===== config.mk =====
export PLATFORM = sky130hd
export DESIGN_NAME = load_store_unit
export DESIGN_NICKNAME = d
export VERILOG_FILES = /design/src/rtl/load_store_unit.sv
export SDC_FILE = /design/constraint.sdc
export NUM_CORES = 1
export LEC_CHECK = 0
export BUFFER_PORTS_ARGS = -buffer_cell sky130_fd_sc_hd__buf_2
export CORE_AREA = 2 2 100 102
export DETAILED_ROUTE_END_ITERATION = 8
export DIE_AREA = 0 0 102 104
export PLACE_DENSITY = 0.83
export SLEW_MARGIN = 30
export SYNTH_ARGS = -nofsm -noshare
export SYNTH_HDL_FRONTEND = slang
export SYNTH_SLANG_ARGS = --single-unit

===== constraint.sdc =====
create_clock -name clk -period 4.6 [get_ports clk]
set_input_delay 0.23 -clock clk [delete_from_list [all_inputs] [get_ports clk]]
set_output_delay 0.23 -clock clk [all_outputs]
set_load 0.05 [all_outputs]

===== src/rtl/load_store_unit.sv =====
// +--------------------------------------------------------------------------+
// | load_store_unit : memory-stage LSU, one bus transaction per load/store.  |
// | Optional bus-timeout abort enabled by the LSU_TIMEOUT_EN macro.          |
// | Rev 1.0                                                                  |
// +--------------------------------------------------------------------------+
`default_nettype none

module load_store_unit #(
  parameter int DATA_WIDTH     = 32,
  parameter int ADDR_WIDTH     = 32,
  parameter int TIMEOUT_CYCLES = 255
) (
  input  logic                  clk,
  input  logic                  rst,
  input  logic                  mem_read,
  input  logic                  mem_write,
  input  logic [2:0]            funct3,
  input  logic [ADDR_WIDTH-1:0] addr,
  input  logic [DATA_WIDTH-1:0] write_data,
  output logic [DATA_WIDTH-1:0] read_data,
  output logic                  stall,
  output logic                  misaligned,
  output logic                  bus_req,
  output logic                  bus_we,
  output logic [ADDR_WIDTH-1:0] bus_addr,
  output logic [DATA_WIDTH-1:0] bus_wdata,
  output logic [3:0]            bus_be,
`ifdef LSU_TIMEOUT_EN
  output logic                  timeout,
`endif
  input  logic                  bus_ack,
  input  logic [DATA_WIDTH-1:0] bus_rdata
);

  typedef enum logic [1:0] {
    IDLE = 2'd0,
    BUSY = 2'd1,
    DONE = 2'd2
  } state_t;

  localparam logic [1:0] c_SZ_B = 2'b00;
  localparam logic [1:0] c_SZ_H = 2'b01;

  state_t                  state_q;
  logic [DATA_WIDTH-1:0]   read_data_q;
  logic                    bus_req_q;
  logic                    bus_we_q;
  logic [ADDR_WIDTH-1:0]   bus_addr_q;
  logic [DATA_WIDTH-1:0]   bus_wdata_q;
  logic [3:0]              bus_be_q;
  logic [2:0]              funct3_q;
  logic [1:0]              off_q;

  logic                    is_half;
  logic                    is_word;
  logic                    any_req;
  logic                    misaligned_d;
  logic                    accept_d;
  logic [3:0]              be_d;
  logic [DATA_WIDTH-1:0]   wdata_d;
  logic [DATA_WIDTH-1:0]   shifted_d;
  logic [DATA_WIDTH-1:0]   load_ext_d;

  // funct3 encodings 011/110/111 fall through to word size
  assign is_half = (funct3[1:0] == c_SZ_H);
  assign is_word = funct3[1];
  assign any_req = mem_read | mem_write;

  assign misaligned_d = (state_q == IDLE) && any_req &&
                        ((is_half && addr[0]) || (is_word && (addr[1:0] != 2'b00)));
  assign accept_d     = (state_q == IDLE) && any_req && !misaligned_d;

  always_comb begin
    be_d    = 4'b1111;
    wdata_d = write_data;
    if (funct3[1:0] == c_SZ_B) begin
      be_d    = 4'b0001 << addr[1:0];
      wdata_d = {4{write_data[7:0]}};
    end else if (is_half) begin
      be_d    = addr[1] ? 4'b1100 : 4'b0011;
      wdata_d = {2{write_data[15:0]}};
    end
  end

  assign shifted_d = bus_rdata >> {off_q, 3'b000};

  always_comb begin
    load_ext_d = bus_rdata;
    case (funct3_q)
      3'b000:  load_ext_d = {{(DATA_WIDTH-8){shifted_d[7]}}, shifted_d[7:0]};
      3'b100:  load_ext_d = {{(DATA_WIDTH-8){1'b0}}, shifted_d[7:0]};
      3'b001:  load_ext_d = {{(DATA_WIDTH-16){shifted_d[15]}}, shifted_d[15:0]};
      3'b101:  load_ext_d = {{(DATA_WIDTH-16){1'b0}}, shifted_d[15:0]};
      default: load_ext_d = bus_rdata;
    endcase
  end

`ifdef LSU_TIMEOUT_EN
  localparam int CNT_W = $clog2(TIMEOUT_CYCLES + 1);
  localparam logic [CNT_W-1:0] c_CNT_LAST = CNT_W'(TIMEOUT_CYCLES - 1);
  logic [CNT_W-1:0] cnt_q;
  logic             timeout_q;
`endif

  always_ff @(posedge clk) begin
    if (rst) begin
      state_q     <= IDLE;
      read_data_q <= '0;
      bus_req_q   <= 1'b0;
      bus_we_q    <= 1'b0;
      bus_addr_q  <= '0;
      bus_wdata_q <= '0;
      bus_be_q    <= 4'b0000;
      funct3_q    <= 3'b000;
      off_q       <= 2'b00;
`ifdef LSU_TIMEOUT_EN
      cnt_q       <= '0;
      timeout_q   <= 1'b0;
`endif
    end else begin
`ifdef LSU_TIMEOUT_EN
      timeout_q <= 1'b0;
`endif
      case (state_q)
        IDLE: begin
          if (accept_d) begin
            bus_req_q   <= 1'b1;
            bus_we_q    <= mem_write & ~mem_read;
            bus_addr_q  <= {addr[ADDR_WIDTH-1:2], 2'b00};
            bus_wdata_q <= wdata_d;
            bus_be_q    <= be_d;
            funct3_q    <= funct3;
            off_q       <= addr[1:0];
`ifdef LSU_TIMEOUT_EN
            cnt_q       <= '0;
`endif
            state_q     <= BUSY;
          end else if (misaligned_d && mem_read) begin
            read_data_q <= '0;
          end
        end
        BUSY: begin
          if (bus_ack) begin
            if (!bus_we_q) begin
              read_data_q <= load_ext_d;
            end
            bus_req_q <= 1'b0;
            state_q   <= DONE;
`ifdef LSU_TIMEOUT_EN
          end else if (cnt_q == c_CNT_LAST) begin
            if (!bus_we_q) begin
              read_data_q <= '0;
            end
            bus_req_q <= 1'b0;
            timeout_q <= 1'b1;
            state_q   <= DONE;
          end else begin
            cnt_q <= cnt_q + 1'b1;
`endif
          end
        end
        DONE: begin
          // the MEM stage still presents the completed instruction here
          state_q <= IDLE;
        end
        default: begin
          state_q   <= IDLE;
          bus_req_q <= 1'b0;
        end
      endcase
    end
  end

  assign read_data  = read_data_q;
  assign stall      = accept_d || (state_q == BUSY);
  assign misaligned = misaligned_d;
  assign bus_req    = bus_req_q;
  assign bus_we     = bus_we_q;
  assign bus_addr   = bus_addr_q;
  assign bus_wdata  = bus_wdata_q;
  assign bus_be     = bus_be_q;
`ifdef LSU_TIMEOUT_EN
  assign timeout    = timeout_q;
`endif

endmodule

`default_nettype wire

==> results of run 1 <==
-- power groups by stage --
| stage | clock network, mW | logic (mW) | registers (mW) |
|---|---|---|---|
| after floorplan | 0 | 0.222 | 1.24 |
| after global placement | 0 | 0.558 | 1.05 |
| after detailed placement | 0 | 0.567 | 1.05 |
| after CTS | 0.566 | 0.569 | 1.03 |
| after global routing | 0.599 | 0.611 | 1.04 |
| final | 0.550 | 0.570 | 1.03 |
-- through the flow --
stage | instance area, µm² | hold slack [ps] | setup slack, ps
final | 5968 | 80.79 | 1838
after global routing | 5966 | 63.15 | 1627
after CTS | 5947 | 66.60 | 1888
after detailed placement | 5762 | 434.5 | 1740
after global placement | 5761 | 421.2 | 1839
after floorplan | 4727 | 340.1 | 2375
-- critical path, stage by stage --
cell     delay, ps
buf_2          410
or2_1          700
a211o_2        740
o21ai_0        170
buf_2          250
-- routing by layer --
| layer | vias to the layer above | global-route usage | share of wire |
|---|---|---|---|
| met3 | 28 | 0.06653 | 0.098 |
| li1 | 2331 | - | - |
| met1 | 2271 | 0.2987 | 0.39 |
| met2 | 252 | 0.4117 | 0.48 |
| met4 | 0 | 0.1133 | 0.024 |
| met5 | - | 0 | 0 |
-- cells in the final DEF (no fill, tap or decap), types with 3 or more instances in the layout --
cell and count:
dfxtp_1 105, inv_1 6, o221ai_1 6, a21o_1 8, nand3_1 5, a311oi_1 5
clkbuf_8 10, buf_2 204, nand3b_1 12, mux2i_1 33, buf_4 4, a31oi_1 9
o21ai_0 13, a2bb2oi_1 7, a21oi_1 74, a22o_1 9, a211oi_1 8, o211ai_1 7
inv_6 3, nor2_1 15, a22oi_1 16, nand2_1 139, nand2b_1 7
-- how the worst min path moves through the flow --
stage / startpoint / end / slack [ps] / depth (start not counted)
after CTS: addr[7] / bus_addr[7] / 70 / 3
final: addr[24] / bus_addr[24] / 80 / 3
after global routing: addr[24] / bus_addr[24] / 60 / 3
after floorplan: mem_read / bus_we / 340 / 1
after detailed placement: read_data[0] / read_data[0] / 430 / 2
after global placement: read_data[3] / read_data[3] / 420 / 2
-- area by class of cell --
cell class | count | area (µm²) | share of cell area
multi-input combinational | 402 | 2385 | 0.3996
sequential | 107 | 2145 | 0.3593
timing repair buffer | 209 | 1062 | 0.1780
tap | 133 | 166.4 | 0.02788
clock buffer | 10 | 137.6 | 0.02306
clock inverter | 6 | 47.55 | 0.007966
inverter | 6 | 22.52 | 0.003774
antenna | 1 | 2.502 | 0.0004193
-- flip-flops by register name (all words and copies together), names as in the netlist --
register,count
bus_be,4
bus_req,1
bus_wdata,32
read_data,32
bus_we,1
funct3_q,3
bus_addr,30
off_q,2
state_q,2
-- cell families after synthesis --
family | count (synthesis)
AO/OA/AOI/OAI | 171
AND/OR/NAND/NOR | 192
multiplexers | 37
flip-flops | 107
buffers and inverters | 54
other | 1
==> results.yml, run 1 <==
clock_network:
  cts_setup_buffers: 0
  cts-root-buf: "clkbuf_8"
  cts_tree: "yes"
  worstSkewPairLatency_ps: 370
  numCtsBuffers: 9
  clk_path_buf_depth: 2
  cts.sinks: 107
  path_clk_slew_ps: 100
  htree_levels: 3
  cts_resized: 0
  cts-hold-fix-buffers: 0
worst_setup_path:
  rr_endpoint: "read_data[19]"
  startpoint_type: "primary input"
  cp-end-kind: "output port"
  r2r_start: "off_q[0]"
  crit_required_ps: 4370
  reg2reg_depth: 4
  critical_path_arrival_ps: 2530
  critical_path_class: "in2out"
  worstSetupStartpoint: "funct3[1]"
  reg2reg_setup_slack_ps: 2030
  cp-endpoint: "stall"
  path_max_fanout: 43
timing:
  timing.fmax_mhz: 362.1
  worst_pin_slew_ps: 920.9
  finalMaxSlewViolations: 0
  finalSetupViolations: 0
  tns_ps: 0
  min_period_ps: 2762
  clock_skew_ps: 3.995
  fin_crit_sh: 0.6004
  hold_viol: 0
  rsz0062_at_grt: "false"
  max_slew_margin: 0.3814
yosys:
  ys_top_cells_by_area: "dfxtp_1 45%, nand2_1 11%, a21oi_1 7.8%, mux2i_1 7.0%, clkbuf_1 3.0%"
  synth_seq_cells: 107
  muxShareOfSynthArea: 0.08424
  synth_fa_ha_area_frac: 0
  synth_flop_cell: "dfxtp_1"
  avgSynthCellArea_um2: 8.404
  ys_seq_area_frac: 0.4535
  synth-edff-count: 0
  syn_area_um2: 4723
  yosysMostFrequentCell: "nand2_1"
  async_flop_share: 0
  synth-simple-area-share: 0.1780
  synth_top_family_by_area: "compound AO/OA/AOI/OAI gates"
  synthTopCellsByCount: "139 x nand2_1, 107 x dfxtp_1, 74 x a21oi_1, 38 x clkbuf_1, 33 x mux2i_1"
  synth_top_area_frac: 0.4535
  synth_compound_area_frac: 0.2350
  synth_xor_area_frac: 0
  yosys.area.top_type: "dfxtp_1"
  yosys_warnings: 0
  syn_inst: 562
  synth.distinct_cells: 47
global_routing:
  grt_usage: 0.2491
  grt_pass1_vias: 4644
  antenna_found_initial: 1
  grt_max_degree: 98
  grt_pass1_wl_mm: 21.35
  gr-total-overflow: 0
power:
  p_sw_frac: 0.3652
  combPwrFrac: 0.265
  pwr-share-clk: 0.255
  p_total_mw: 2.154
  power_switching_mw: 0.7867
  seqPwrFrac: 0.480
  internal-power_mw: 1.367
  p_leak_nw: 2.746
  p_per_area_nw_per_um2: 360.9
  max-vdd-ir-drop_mv: 0.2165
route:
  final_antenna_net_count: 0
  first_pass_iters: 5
  wl_per_cell_um: 15.54
  drc: 0
  drt_iter0_markers: 225
  routed_wl_mm: 13.58
  vias_per_cell: 5.586
  vias: 4882
run:
  maxCapViolCount: 0
finish:
  finalNonFillerCells: 874
  finalNetCount: 839
  syn2layout_area_growth_pct: 26.36
  drive_above_1_share: 0.3230
  n_fill_cell: 839
  final_util: 0.6250
placed_design:
  portBuffers: 205
  dpl.hpwl_mm: 9.748
  dp_cells: 857
  place_congestion: 0.8872
outcome:
  status: "finished clean"
floorplan:
  start_util: 0.4946
  io_pins: 208
  rows: 36
  fp.dieH_um: 104
  core_area_um2: 9549
  die_w_um: 102
  dieArea_um2: 10610
worst_hold_path:
  min_path_type: "in2reg"
No activity file was read; power rests on OpenSTA's default activity.
==> run 2: changes to the inputs <==
- CORE_AREA: 2 2 100 102 -> 2 2 108 110
- DIE_AREA: 0 0 102 104 -> 0 0 110 112
- PLACE_DENSITY: 0.83 -> 0.76
- clock period: 4.6 -> 2.4 ns (I/O delays scaled with it)
==> run 2 against run 1 <==
Count of clock-buffer cells in the layout unchanged. Total power increased by 110%. Cell count increased by 2.3%. Via count decreased by 0.55%. Global-route usage decreased by 2.9 points. Clock skew increased by 4.6 ps. Highest routed layer is now met5.
==> results.yml, run 2 (same netlist as run 1, synthesis figures left out) <==
finish:
  mostFrequentLayoutCell: "buf_2"
  finalNonFillerCells: 894
  final_cell_mix: "204 x buf_2, 139 x nand2_1, 107 x dfxtp_1, 74 x a21oi_1, 33 x mux2i_1"
  num_antenna_cells: 0
  drive_above_1_share: 0.3276
  n_fill_cell: 1043
  finalNetCount: 850
  register_area_um2: 2142
  multi_input_area_um2: 2382
  syn2layout_area_growth_pct: 30.60
  fin_area_um2: 6168
worst_setup_path:
  critical_path_class: "reg2out"
  cp-end-kind: "output port"
  critical_path_arrival_ps: 2040
  crit_required_ps: 2280
  startpoint_type: "flop"
  path_max_fanout: 20
floorplan:
  die_w_um: 110
  start_util: 0.4227
  core_area_um2: 11170
  io_pins: 208
  rows: 39
  fp.dieH_um: 112
  dieArea_um2: 12320
clock_network:
  numCtsBuffers: 9
  worstSkewPairLatency_ps: 340
  cts-root-buf: "clkbuf_16"
  clk_path_buf_depth: 2
  cts-hold-fix-buffers: 0
  htree_levels: 3
  cts.sinks: 107
  cts_resized: 0
  cts_tree: "yes"
  path_clk_slew_ps: 70
  cts_setup_buffers: 0
placed_design:
  dpl.hpwl_mm: 10.16
  dp_cells: 878
  placed_cell_area_um2: 5892
  place_congestion: 0.8463
  portBuffers: 205
route:
  drc: 0
  vias_per_cell: 5.431
  vias: 4855
  routed_wl_mm: 14.01
  drt_iter0_markers: 369
  first_pass_iters: 5
  wl_per_cell_um: 15.67
  final_antenna_net_count: 0
timing:
  max_slew_margin: 0.4975
  rsz0062_at_grt: "false"
  finalSetupViolations: 0
  tns_ps: 0
  worst_pin_slew_ps: 753.8
  fin_crit_sh: 0.8979
  finalMaxSlewViolations: 0
  timing.fmax_mhz: 464.0
  clock_skew_ps: 8.622
  min_period_ps: 2155
  hold_viol: 0
global_routing:
  grt_usage: 0.2199
  grt_max_degree: 60
  antenna_found_initial: 1
  gr-total-overflow: 0
  grt_pass1_wl_mm: 21.90
  grt_pass1_vias: 4571
worst_hold_path:
  min_path_type: "in2reg"
power:
  p_total_mw: 4.482
  p_leak_nw: 2.849
  max-vdd-ir-drop_mv: 0.4100
  p_per_area_nw_per_um2: 726.6
outcome:
  status: "finished clean"
run:
  maxCapViolCount: 0
-- run 2: cell types whose count changed in the layout (fill, tap and decap cells not counted), sizes merged --
cell,previous run,this run
diode,1,0
clkinv,2,3
buf,209,220
inv,9,8
-- run 2: critical path, cell delays in order, from the launching register on --
cell and delay [ps]:
dfxtp_1 380, or2_2 370, a211o_2 510, o21ai_0 150, buf_2 290
-- run 2: worst paths after layout --
| path | from | end | slack (ps) | cells past startpoint |
|---|---|---|---|---|
| worst min register to register | read_data[0] | read_data[0] | 450 | 2 |
| worst max register to register | off_q[0] | read_data[28] | 260 | 4 |
| worst min-delay path | addr[18] | bus_addr[18] | 10 | 3 |
| worst max-delay path | state_q[1] | stall | 240 | 4 |
-- run 2: layout make-up --
cell class                 instances  area share
clock buffer                      10     0.03712
timing repair buffer             220      0.1890
clock inverter                     6    0.007708
tap                              143     0.02901
inverter                           6    0.003651
sequential                       107      0.3473
multi-input combinational        402      0.3862
-- run 2: per-layer routing --
metal,vias to the layer above,track usage,part of all wire
li1,2354,-,-
met1,2263,0.2821,0.43
met2,216,0.3554,0.47
met3,20,0.06030,0.086
met4,2,0.07089,0.018
met5,-,0,0.00079
-- run 2: metrics by stage --
| stage | setup WS, ps | utilization | hold slack (ps) |
|---|---|---|---|
| after floorplan | 344.1 | - | 230.1 |
| after global placement | 364.9 | 0.5263 | 360.8 |
| after detailed placement | 275.1 | 0.5273 | 368.4 |
| after CTS | 238.9 | 0.5520 | 3.782 |
| after global routing | 135.9 | 0.5520 | 12.50 |
| final | 244.9 | 0.5520 | 14.90 |
-- run 2: power by group --
group / switching [mW] / internal [mW] / leakage [nW]
logic: 0.809 / 0.329 / 1.84
registers: 0.0723 / 1.89 / 0.874
clock network: 0.666 / 0.714 / 0.133
